File: src/rtl/dac_sweep_if.sv
// ---------------------------------------------------------------------------
// dac_sweep_if
//   Bundle between the DAC sweep scheduler and its surroundings: the sweep
//   control strobes, the live VGA pixel stream, and the registered DAC pins
//   plus sweep status.
//
//   master : drives start/abort/chan_mask/bias_cfg/vid_*; observes the DAC
//            pins and status (the controller or testbench side)
//   slave  : the scheduler itself
//
//   start       1-cycle request for a calibration sweep
//   abort       level, cancels a running sweep
//   chan_mask   {B,G,R} channels to sweep, sampled on an accepted start
//   bias_cfg    pass-through Vbias code
//   vid_r/g/b   live pixel codes; vid_blank high during H/V blanking
//   dac_r/g/b   registered DAC codes; dac_bias registered Vbias code
//   busy, done, sample_stb, cur_chan, cur_code   sweep status
// ---------------------------------------------------------------------------
interface dac_sweep_if #(
    parameter int CODE_W = 8,
    parameter int BIAS_W = 3
);
    logic              start;
    logic              abort;
    logic [2:0]        chan_mask;
    logic [BIAS_W-1:0] bias_cfg;
    logic [CODE_W-1:0] vid_r;
    logic [CODE_W-1:0] vid_g;
    logic [CODE_W-1:0] vid_b;
    logic              vid_blank;

    logic [CODE_W-1:0] dac_r;
    logic [CODE_W-1:0] dac_g;
    logic [CODE_W-1:0] dac_b;
    logic [BIAS_W-1:0] dac_bias;
    logic              busy;
    logic              done;
    logic              sample_stb;
    logic [1:0]        cur_chan;
    logic [CODE_W-1:0] cur_code;

    modport master (
        output start, abort, chan_mask, bias_cfg, vid_r, vid_g, vid_b, vid_blank,
        input  dac_r, dac_g, dac_b, dac_bias, busy, done, sample_stb, cur_chan, cur_code
    );

    modport slave (
        input  start, abort, chan_mask, bias_cfg, vid_r, vid_g, vid_b, vid_blank,
        output dac_r, dac_g, dac_b, dac_bias, busy, done, sample_stb, cur_chan, cur_code
    );
endinterface

File: src/rtl/dac_sweep_scheduler.sv
// ---------------------------------------------------------------------------
// dac_sweep_scheduler
//   Owns the R/G/B DAC codes and the shared Vbias code. Normally passes the
//   live VGA pixel stream straight through (one register stage). On request
//   it runs a calibration sweep: every selected channel ramps 0..255, each
//   code held HOLD_CYCLES clocks, with sample_stb on the last hold cycle.
//   The hand-over to and from the sweep waits for blanking so the switch
//   never lands in active video.
//
//   Ports
//     clk   clock
//     rst   synchronous reset, active-high
//     bus   dac_sweep_if.slave (control, pixel stream, DAC pins, status)
//
//   Build option
//     SWEEP_BIAS_EN  when defined, the whole channel sweep is repeated for
//                    every Vbias code 0..2^BIAS_W-1. When undefined, a single
//                    pass runs and dac_bias always follows bias_cfg.
// ---------------------------------------------------------------------------
module dac_sweep_scheduler #(
    parameter int HOLD_CYCLES = 4,
    parameter int CODE_W      = 8,
    parameter int BIAS_W      = 3
) (
    input  logic        clk,
    input  logic        rst,
    dac_sweep_if.slave  bus
);

    localparam int                HOLD_W    = (HOLD_CYCLES > 1) ? $clog2(HOLD_CYCLES) : 1;
    localparam logic [HOLD_W-1:0] HOLD_LAST = HOLD_W'(HOLD_CYCLES - 1);
    localparam logic [CODE_W-1:0] CODE_MAX  = '1;

    typedef enum logic [2:0] {
        IDLE       = 3'd0,
        WAIT_BLANK = 3'd1,
        SWEEP      = 3'd2,
`ifdef SWEEP_BIAS_EN
        NEXT_BIAS  = 3'd3,
`endif
        RELEASE    = 3'd4
    } state_t;

    typedef struct packed {
        logic [CODE_W-1:0] r;
        logic [CODE_W-1:0] g;
        logic [CODE_W-1:0] b;
    } rgb_t;

    state_t            state;
    logic [2:0]        mask_q;
    logic [HOLD_W-1:0] hold_cnt;
    rgb_t              dac_q;
    logic [BIAS_W-1:0] bias_q;
    logic              busy_q;
    logic              done_q;
    logic              stb_q;
    logic [1:0]        cur_chan_q;
    logic [CODE_W-1:0] cur_code_q;
    logic [2:0]        later_chans;

    // Lowest selected channel in R,G,B order.
    function automatic logic [1:0] first_chan(input logic [2:0] m);
        if (m[0])      return 2'd0;
        else if (m[1]) return 2'd1;
        else           return 2'd2;
    endfunction

    // Only the swept channel carries the code; the other two sit at 0.
    function automatic rgb_t sweep_rgb(input logic [1:0] ch, input logic [CODE_W-1:0] code);
        rgb_t v;
        v = '0;
        case (ch)
            2'd0:    v.r = code;
            2'd1:    v.g = code;
            default: v.b = code;
        endcase
        return v;
    endfunction

    // Begin the first hold cycle of a code. With HOLD_CYCLES == 1 every cycle
    // is also the last hold cycle, so the strobe fires immediately.
    task automatic show_code(input logic [1:0] ch, input logic [CODE_W-1:0] code);
        cur_chan_q <= ch;
        cur_code_q <= code;
        dac_q      <= sweep_rgb(ch, code);
        hold_cnt   <= '0;
        stb_q      <= (HOLD_CYCLES == 1);
    endtask

    // Selected channels strictly after the one currently being swept.
    always_comb begin
        // NOTE: assign a default first so no path leaves the signal unassigned (no latch).
        later_chans = '0;
        later_chans = mask_q & (3'b110 << cur_chan_q);
    end

    // NOTE: sequential state uses non-blocking assignments so every register
    // updates from pre-edge values regardless of statement order.
    always_ff @(posedge clk) begin
        if (rst) begin
            state      <= IDLE;
            mask_q     <= '0;
            hold_cnt   <= '0;
            dac_q      <= '0;
            bias_q     <= '0;
            busy_q     <= 1'b0;
            done_q     <= 1'b0;
            stb_q      <= 1'b0;
            cur_chan_q <= '0;
            cur_code_q <= '0;
        end else begin
            // Outside an explicit override the DAC codes and status fields are
            // 0 (RELEASE, NEXT_BIAS, and the code fields outside SWEEP).
            dac_q      <= '0;
            done_q     <= 1'b0;
            stb_q      <= 1'b0;
            cur_chan_q <= '0;
            cur_code_q <= '0;
`ifndef SWEEP_BIAS_EN
            bias_q     <= bus.bias_cfg;
`endif
            if (state != IDLE && bus.abort) begin
                // Abort wins over every other transition; no done pulse.
                state    <= IDLE;
                busy_q   <= 1'b0;
                hold_cnt <= '0;
                dac_q    <= {bus.vid_r, bus.vid_g, bus.vid_b};
`ifdef SWEEP_BIAS_EN
                bias_q   <= bus.bias_cfg;
`endif
            end else begin
                case (state)
                    IDLE: begin
                        dac_q <= {bus.vid_r, bus.vid_g, bus.vid_b};
`ifdef SWEEP_BIAS_EN
                        bias_q <= bus.bias_cfg;
`endif
                        if (bus.start && (bus.chan_mask != 3'b000)) begin
                            mask_q <= bus.chan_mask;
                            busy_q <= 1'b1;
                            state  <= WAIT_BLANK;
                        end
                    end

                    WAIT_BLANK: begin
                        if (bus.vid_blank) begin
                            state <= SWEEP;
                            show_code(first_chan(mask_q), '0);
`ifdef SWEEP_BIAS_EN
                            bias_q <= '0;
`endif
                        end else begin
                            dac_q <= {bus.vid_r, bus.vid_g, bus.vid_b};
`ifdef SWEEP_BIAS_EN
                            bias_q <= bus.bias_cfg;
`endif
                        end
                    end

                    SWEEP: begin
                        if (hold_cnt != HOLD_LAST) begin
                            hold_cnt   <= hold_cnt + 1'b1;
                            cur_chan_q <= cur_chan_q;
                            cur_code_q <= cur_code_q;
                            dac_q      <= sweep_rgb(cur_chan_q, cur_code_q);
                            stb_q      <= (HOLD_W'(hold_cnt + 1'b1) == HOLD_LAST);
                        end else if (cur_code_q != CODE_MAX) begin
                            show_code(cur_chan_q, cur_code_q + 1'b1);
                        end else if (later_chans != 3'b000) begin
                            show_code(first_chan(later_chans), '0);
                        end else begin
                            hold_cnt <= '0;
`ifdef SWEEP_BIAS_EN
                            state    <= NEXT_BIAS;
`else
                            state    <= RELEASE;
`endif
                        end
                    end

`ifdef SWEEP_BIAS_EN
                    NEXT_BIAS: begin
                        if (bias_q != '1) begin
                            bias_q <= bias_q + 1'b1;
                            state  <= SWEEP;
                            show_code(first_chan(mask_q), '0);
                        end else begin
                            state <= RELEASE;
                        end
                    end
`endif

                    RELEASE: begin
                        // Codes stay at 0 until blanking; done coincides with busy falling.
                        if (bus.vid_blank) begin
                            state  <= IDLE;
                            busy_q <= 1'b0;
                            done_q <= 1'b1;
                        end
                    end

                    default: begin
                        state  <= IDLE;
                        busy_q <= 1'b0;
                    end
                endcase
            end
        end
    end

    assign bus.dac_r      = dac_q.r;
    assign bus.dac_g      = dac_q.g;
    assign bus.dac_b      = dac_q.b;
    assign bus.dac_bias   = bias_q;
    assign bus.busy       = busy_q;
    assign bus.done       = done_q;
    assign bus.sample_stb = stb_q;
    assign bus.cur_chan   = cur_chan_q;
    assign bus.cur_code   = cur_code_q;

endmodule

File: src/flat_wrapper.sv
// flat-port wrapper written by rule: the top's interface ports become plain ports
module dac_sweep_scheduler_flat 
#(
    parameter int HOLD_CYCLES = 4,
    parameter int CODE_W      = 8,
    parameter int BIAS_W      = 3
)
  (clk, rst, bus_start, bus_abort, bus_chan_mask, bus_bias_cfg, bus_vid_r, bus_vid_g, bus_vid_b, bus_vid_blank, bus_dac_r, bus_dac_g, bus_dac_b, bus_dac_bias, bus_busy, bus_done, bus_sample_stb, bus_cur_chan, bus_cur_code);
  dac_sweep_if #(.CODE_W(CODE_W), .BIAS_W(BIAS_W)) bus_i ();
  input  logic clk;
  input  logic rst;
  input wire logic [$bits(bus_i.start)-1:0] bus_start;
  input wire logic [$bits(bus_i.abort)-1:0] bus_abort;
  input wire logic [$bits(bus_i.chan_mask)-1:0] bus_chan_mask;
  input wire logic [$bits(bus_i.bias_cfg)-1:0] bus_bias_cfg;
  input wire logic [$bits(bus_i.vid_r)-1:0] bus_vid_r;
  input wire logic [$bits(bus_i.vid_g)-1:0] bus_vid_g;
  input wire logic [$bits(bus_i.vid_b)-1:0] bus_vid_b;
  input wire logic [$bits(bus_i.vid_blank)-1:0] bus_vid_blank;
  output wire logic [$bits(bus_i.dac_r)-1:0] bus_dac_r;
  output wire logic [$bits(bus_i.dac_g)-1:0] bus_dac_g;
  output wire logic [$bits(bus_i.dac_b)-1:0] bus_dac_b;
  output wire logic [$bits(bus_i.dac_bias)-1:0] bus_dac_bias;
  output wire logic [$bits(bus_i.busy)-1:0] bus_busy;
  output wire logic [$bits(bus_i.done)-1:0] bus_done;
  output wire logic [$bits(bus_i.sample_stb)-1:0] bus_sample_stb;
  output wire logic [$bits(bus_i.cur_chan)-1:0] bus_cur_chan;
  output wire logic [$bits(bus_i.cur_code)-1:0] bus_cur_code;
  assign bus_i.start = bus_start;
  assign bus_i.abort = bus_abort;
  assign bus_i.chan_mask = bus_chan_mask;
  assign bus_i.bias_cfg = bus_bias_cfg;
  assign bus_i.vid_r = bus_vid_r;
  assign bus_i.vid_g = bus_vid_g;
  assign bus_i.vid_b = bus_vid_b;
  assign bus_i.vid_blank = bus_vid_blank;
  assign bus_dac_r = bus_i.dac_r;
  assign bus_dac_g = bus_i.dac_g;
  assign bus_dac_b = bus_i.dac_b;
  assign bus_dac_bias = bus_i.dac_bias;
  assign bus_busy = bus_i.busy;
  assign bus_done = bus_i.done;
  assign bus_sample_stb = bus_i.sample_stb;
  assign bus_cur_chan = bus_i.cur_chan;
  assign bus_cur_code = bus_i.cur_code;
  dac_sweep_scheduler #(.HOLD_CYCLES(HOLD_CYCLES), .CODE_W(CODE_W), .BIAS_W(BIAS_W)) u_core (.clk(clk), .rst(rst), .bus(bus_i));
endmodule
File: config.mk
export PLATFORM = sky130hd
export DESIGN_NAME = dac_sweep_scheduler_flat
export DESIGN_NICKNAME = d
export VERILOG_FILES = /design/src/rtl/dac_sweep_if.sv /design/src/rtl/dac_sweep_scheduler.sv /design/src/flat_wrapper.sv
export SDC_FILE = /design/constraint.sdc
export NUM_CORES = 1
export LEC_CHECK = 0
export CORE_MARGIN = 5
export CORE_UTILIZATION = 40
export CTS_CLUSTER_DIAMETER = 120
export DETAILED_ROUTE_END_ITERATION = 8
export PLACE_DENSITY = 0.73
export REMOVE_ABC_BUFFERS = 1
export SYNTH_ARGS = -nofsm -noshare
export SYNTH_HDL_FRONTEND = slang
export SYNTH_SLANG_ARGS = --single-unit
File: constraint.sdc
create_clock -name clk -period 4.6 [get_ports clk]
set_input_delay 0.92 -clock clk [delete_from_list [all_inputs] [get_ports clk]]
set_output_delay 0.92 -clock clk [all_outputs]
set_load 0.01 [all_outputs]
==> impl_metrics.json, run 1 <==
{
  "status": "finished clean",
  "r2r-end": "u_core.bus.dac_r[7]",
  "p_switching_mw": 0.2021,
  "drive_above_1_share_pct": 7.746,
  "synth_top_area_cell": "dfxtp_1",
  "min_from": "u_core.mask_q[0]",
  "postSynthAreaPerCell_um2": 9.604,
  "root_buffer": "clkbuf_8",
  "final_nets": 321,
  "p_clk_share_pct": 34.8,
  "r2r_start": "u_core.hold_cnt[0]",
  "grt_pass1_vias": 1810,
  "routedWlPerCell_um": 14.08,
  "worstHoldPathCells": 2,
  "clock_latency_ps": 300,
  "antenna_found_initial": 0,
  "yosysSeqAreaShare_pct": 46.97,
  "synth_cells": 213,
  "rows": 26,
  "fin_crit_sh_pct": 55.06,
  "placed_cell_area_um2": 2810,
  "synth-edff-count": 0,
  "reg2reg_slack_ps": 2520,
  "cts.sinks": 48,
  "finalHoldViolations": 0,
  "cp_data_arrival_time_ps": 2780,
  "grt_pass1_wl_mm": 8.107,
  "grt-ovfl-total": 0,
  "drc": 0,
  "rr_worst_depth": 5,
  "fin_area_um2": 2925,
  "tns_ps": 0,
  "synth_seq_cells": 48,
  "synth_top_area_share_pct": 46.97,
  "p_per_area_nw_per_um2": 299.7,
  "cpPeakStageDelay_ps": 490,
  "worst-setup-path-type": "in2reg",
  "cts_buffer_depth": 2,
  "start_util_pct": 40.57,
  "critPathCaptureType": "register",
  "drt_first_iter_violations": 69,
  "fp.dieW_um": 81.52,
  "cts-resized-gates": 0,
  "tightestPinTransition_ps": 645.8,
  "routed_wl_mm": 4.985,
  "htreeDepth": 2,
  "port_buffers": 74,
  "boundaryPins": 75,
  "path_cells": "clkdlybuf4s50_1 -> a211oi_1 -> or2_0 -> nor2b_1 -> buf_4 -> a22o_1",
  "p_comb_share_pct": 14.4,
  "finalCriticalPeriod_ps": 2533,
  "fin_util_pct": 58.01,
  "ir_worst_vdd_uv": 140.4,
  "path_max_fanout": 18,
  "ys_types": 52,
  "cts_made_buffers": 5,
  "netlist_area_um2": 2046,
  "cap_violations": 0,
  "hold_path_class": "reg2reg",
  "critical_path_depth": 6,
  "holdPathEnd": "u_core.mask_q[0]",
  "async_flop_share_pct": 0,
  "fmax_mhz": 394.9,
  "num_vias": 1843,
  "ys_top_cells_by_count": "48 x dfxtp_1, 18 x nor2_1, 14 x a21oi_1, 14 x nand2_1, 12 x a22o_1",
  "grt_start_max_net_pins": 19,
  "area_delta_synth_final_pct": 43.00,
  "first_pass_iters": 4,
  "path_buf_inv": 2,
  "setup_viol": 0,
  "crit_slowest_cell": "clkdlybuf4s50_1",
  "swShare_pct": 23.05,
  "p_leak_nw": 1.014,
  "intPower_mw": 0.6746,
  "yosysMostFrequentCell": "dfxtp_1",
  "die_y_um": 81.52,
  "yosys_warnings": 0,
  "slew_headroom_pct": 56.81,
  "ant_nets": 0,
  "ys.flop_type": "dfxtp_1",
  "post-dp-hpwl_mm": 3.786,
  "fin_worst_skew_ps": 11.33,
  "via_per_inst": 5.206,
  "critical_path_required_ps": 4850,
  "cts_hold_buf": 0,
  "seqPwrFrac_pct": 50.8,
  "postCtsSetupRepairBufs": 0,
  "path_delay_family": "buffers and inverters",
  "path_clk_slew_ps": 90,
  "die-area_um2": 6645,
  "cts_tree": "yes",
  "slew_violations": 0,
  "rsz0062_at_grt": "no",
  "place_congestion": 0.7810,
  "ys_top_cells_by_area": "dfxtp_1 47%, a22o_1 5.1%, a21oi_1 3.4%",
  "total_power_mw": 0.8767,
  "multi_input_area_um2": 1002,
  "core_um2": 5042,
  "grtUsageTotal_pct": 15.37,
  "crit_path_start_kind": "primary input",
  "fillers": 474,
  "diodes": 0,
  "seqCellArea_um2": 960.9
}
-- cell families after synthesis --
group           synth area share [%]
mux                            1.040
compound gates                 22.87
simple gates                   21.41
xor+xnor                       1.285
fa+ha+maj                      2.385
flops                          46.97
buf+inv                        4.036
-- worst register-to-register path: cells and delay by family, from the launching register on --
family	cells	cell delay [ps]
AO/OA/AOI/OAI	2	520
AND/OR/NAND/NOR	2	540
flip-flops	1	380
adder cells (fa/ha/maj)	1	490
-- cell usage in the layout, fill, tap and decap left out, drive strengths merged, types with 5 or more instances in the layout --
master | Yosys | final
nor3 | 8 | 8
a22o | 12 | 12
o21ai | 8 | 8
clkbuf | 4 | 5
nor2 | 18 | 18
nor2b | 7 | 7
o2bb2ai | 7 | 7
nand2 | 14 | 14
clkdlybuf4s50 | 0 | 74
dfxtp | 48 | 48
nand3 | 6 | 6
a21oi | 14 | 14
-- metrics by stage --
stage                     instances  hold WS [ps]  worst slack (ps)
after floorplan                 201         460.9              2148
after global placement          346         486.3              1800
after detailed placement        346         486.3              1783
after CTS                       354         500.0              2085
after global routing            354         521.1              1963
final                           354         499.6              2067
-- flip-flops by register name, summed over array words and instances, names as in the netlist --
signal	flops
u_core.bus.cur_code	8
u_core.bus.dac_b	8
u_core.bus.dac_g	8
u_core.bus.dac_r	8
u_core.bus.dac_bias	3
u_core.mask_q	3
u_core.state	3
u_core.bus.cur_chan	2
u_core.hold_cnt	2
u_core.bus.busy	1
u_core.bus.done	1
u_core.bus.sample_stb	1
-- routing by layer --
metal	global-route usage, %	wire length, um	share of wire, %	vias to the layer above
met3	5.263	387	7.8	5
li1	-	-	-	925
met4	3.885	40	0.80	0
met2	26.63	2358	47	56
met5	0	0	0	-
met1	18.08	2199	44	857
-- worst max path at each step --
| stage | from | endpoint | slack [ps] |
|---|---|---|---|
| after floorplan | bus_vid_blank | u_core.bus.dac_b[0] | 2150 |
| after global placement | bus_vid_blank | u_core.bus.dac_r[5] | 1800 |
| after detailed placement | bus_vid_blank | u_core.bus.dac_r[5] | 1780 |
| after CTS | bus_vid_blank | u_core.bus.dac_r[5] | 2080 |
| after global routing | bus_vid_blank | u_core.bus.dac_b[0] | 1960 |
| final | bus_vid_blank | u_core.bus.dac_r[5] | 2070 |
-- final cells by class --
cell class / count / area share, %
clock buffer: 5 / 2.352
clock inverter: 3 / 1.583
inverter: 3 / 0.3849
multi-input combinational: 150 / 34.26
sequential: 48 / 32.85
tap: 70 / 2.994
timing repair buffer: 75 / 25.58
-- power by group through the flow --
stage / clock [mW] / sequential (mW) / combinational (mW)
after floorplan: 0 / 0.462 / 0.0441
after global placement: 0 / 0.455 / 0.125
after detailed placement: 0 / 0.455 / 0.127
after CTS: 0.314 / 0.445 / 0.127
after global routing: 0.333 / 0.448 / 0.137
final: 0.305 / 0.445 / 0.126
No activity file was read; power rests on OpenSTA's default activity.
==> run 2, diff against run 1 <==
--- a/config.mk
+++ b/config.mk
@@ -9,7 +9,7 @@
 export CORE_UTILIZATION = 40
 export CTS_CLUSTER_DIAMETER = 120
 export DETAILED_ROUTE_END_ITERATION = 8
-export PLACE_DENSITY = 0.73
+export PLACE_DENSITY = 0.76
 export REMOVE_ABC_BUFFERS = 1
 export SYNTH_ARGS = -nofsm -noshare
 export SYNTH_HDL_FRONTEND = slang
==> constraint.sdc (replaced) <==
create_clock -name clk -period 2.15 [get_ports clk]
set_input_delay 0.43 -clock clk [delete_from_list [all_inputs] [get_ports clk]]
set_output_delay 0.43 -clock clk [all_outputs]
set_load 0.01 [all_outputs]
==> run 2 against run 1 <==
  * Clock power is 110% higher
  * Cell area rose by 4.2%
  * Register-to-register slack worse by 2300 ps
  * Sequential power is 110% higher
  * Cell count increased by 4.8%
  * Routed wire length is 4.7% higher
  * Critical path type is now reg2out
  * Via count rose by 3.5%
  * Sequential share of layout area down 1.3 points
  * Highest routed layer unchanged
  * Count of clock-buffer cells in the layout is the same
  * Clock skew fell by 1.5 ps
  * Combinational power increased by 130%
  * Utilization up 2.5 points
==> impl_metrics.json, run 2 (synthesis results as in run 1) <==
{
  "status": "finished clean",
  "final_nets": 338,
  "critPathCaptureType": "output port",
  "drive_above_1_share_pct": 12.96,
  "via_per_inst": 5.143,
  "drt_first_iter_violations": 97,
  "critical_path_required_ps": 1720,
  "path_delay_family": "buffers and inverters",
  "port_buffers": 74,
  "fp.dieW_um": 81.52,
  "swShare_pct": 23.09,
  "finalHoldViolations": 0,
  "area_delta_synth_final_pct": 49.05,
  "post-dp-hpwl_mm": 4.070,
  "seqCellArea_um2": 960.9,
  "cts_hold_buf": 0,
  "fin_area_um2": 3049,
  "p_clk_share_pct": 34.3,
  "first_pass_iters": 5,
  "pre_cts_ws_ps": 0.2194,
  "final_cell_mix": "74 x clkdlybuf4s50_1, 48 x dfxtp_1, 18 x nor2_1, 18 x buf_4",
  "ant_nets": 0,
  "die_y_um": 81.52,
  "cts.sinks": 48,
  "intPower_mw": 1.451,
  "num_vias": 1908,
  "worst-setup-path-type": "reg2out",
  "grtUsageTotal_pct": 15.91,
  "path_buf_inv": 1,
  "routedWlPerCell_um": 14.06,
  "cts-resized-gates": 0,
  "setup_viol": 0,
  "rows": 26,
  "fin_crit_sh_pct": 87.97,
  "multi_input_area_um2": 1002,
  "cts_buffer_depth": 2,
  "cts_made_buffers": 5,
  "fillers": 448,
  "diodes": 0,
  "place_congestion": 0.8758,
  "rsz0062_at_grt": "no",
  "reg2reg_slack_ps": 270,
  "path_max_fanout": 8,
  "p_comb_share_pct": 15.3,
  "root_buffer": "clkbuf_8",
  "holdWs_ps": 501.8,
  "htreeDepth": 2,
  "grt_pass1_vias": 1807,
  "slew_headroom_pct": 67.97,
  "boundaryPins": 75,
  "hold_path_class": "reg2reg",
  "start_util_pct": 40.57,
  "final_common_cell": "clkdlybuf4s50_1",
  "seqPwrFrac_pct": 50.4,
  "p_switching_mw": 0.4358,
  "die-area_um2": 6645,
  "p_per_area_nw_per_um2": 618.9,
  "setup_ws_ps": 258.7,
  "postCtsSetupRepairBufs": 0,
  "drc": 0,
  "placed_cell_area_um2": 2938,
  "slew_violations": 0,
  "fin_worst_skew_ps": 9.799,
  "fmax_mhz": 528.7,
  "grt-ovfl-total": 0,
  "ir_worst_vdd_uv": 355.6,
  "core_um2": 5042,
  "grt_pass1_wl_mm": 8.252,
  "cp_data_arrival_time_ps": 1460,
  "p_leak_nw": 1.099,
  "grt_start_max_net_pins": 19,
  "cap_violations": 0,
  "cts_tree": "yes",
  "clock_latency_ps": 300,
  "crit_path_start_kind": "register",
  "crit_slowest_cell": "clkdlybuf4s50_1",
  "routed_wl_mm": 5.217,
  "tns_ps": 0,
  "path_cells": "clkdlybuf4s50_1",
  "cpPeakStageDelay_ps": 630,
  "tightestPinTransition_ps": 476.4,
  "finalCriticalPeriod_ps": 1891,
  "path_clk_slew_ps": 90,
  "antenna_found_initial": 0
}
## run 2: cell count changes in the layout (fill, tap and decap cells not counted), sizes merged
cell,delta
buf,+17
clkinv,+1
inv,-1
## run 2: final timing paths
check                                             from                  end  cells after the start
worst max-delay path            u_core.bus.cur_chan[1]      bus_cur_chan[1]                      1
worst max register to register      u_core.hold_cnt[0]  u_core.bus.dac_b[7]                      5
worst min-delay path                  u_core.mask_q[0]     u_core.mask_q[0]                      2
worst min register to register        u_core.mask_q[0]     u_core.mask_q[0]                      2
## run 2: stage by stage
step	power [mW]	cells	utilization, %
6_report	1.887	371	60.47
4_1_cts	1.907	371	60.47
3_3_place_gp	1.257	363	58.26
5_1_grt	1.975	371	60.47
3_5_place_dp	1.263	363	58.26
2_1_floorplan	1.082	201	-
## run 2: power groups by stage
stage / Clock (mW) / Combinational (mW) / Sequential (mW)
2_1_floorplan: 0 / 0.0944 / 0.988
3_3_place_gp: 0 / 0.286 / 0.972
3_5_place_dp: 0 / 0.290 / 0.972
4_1_cts: 0.663 / 0.292 / 0.952
5_1_grt: 0.704 / 0.313 / 0.957
6_report: 0.647 / 0.289 / 0.951
## run 2: area by class of cell
class | count | area share, %
Multi-Input combinational cell | 150 | 32.87
Sequential cell | 48 | 31.51
Timing Repair Buffer | 92 | 28.72
Tap cell | 70 | 2.872
Clock buffer | 5 | 2.257
Clock inverter | 3 | 1.395
Inverter | 3 | 0.3693
## run 2: per-layer routing
metal | vias up | GRT usage (%) | part of all wire [%]
met5 | - | 0 | 0
met4 | 0 | 4.054 | 0.96
met3 | 7 | 4.934 | 7.6
met2 | 66 | 27.28 | 50
met1 | 876 | 19.28 | 42
li1 | 959 | - | -
==> run 3, diff against run 2 <==
--- a/config.mk
+++ b/config.mk
@@ -7,8 +7,9 @@
 export LEC_CHECK = 0
 export CORE_MARGIN = 5
 export CORE_UTILIZATION = 40
-export CTS_CLUSTER_DIAMETER = 120
+export CTS_CLUSTER_DIAMETER = 200
 export DETAILED_ROUTE_END_ITERATION = 8
+export GPL_ROUTABILITY_DRIVEN = 0
 export PLACE_DENSITY = 0.76
 export REMOVE_ABC_BUFFERS = 1
 export SYNTH_ARGS = -nofsm -noshare
==> results of run 3 <==
Final layout, timing and power as in run 2 (identical DEF).
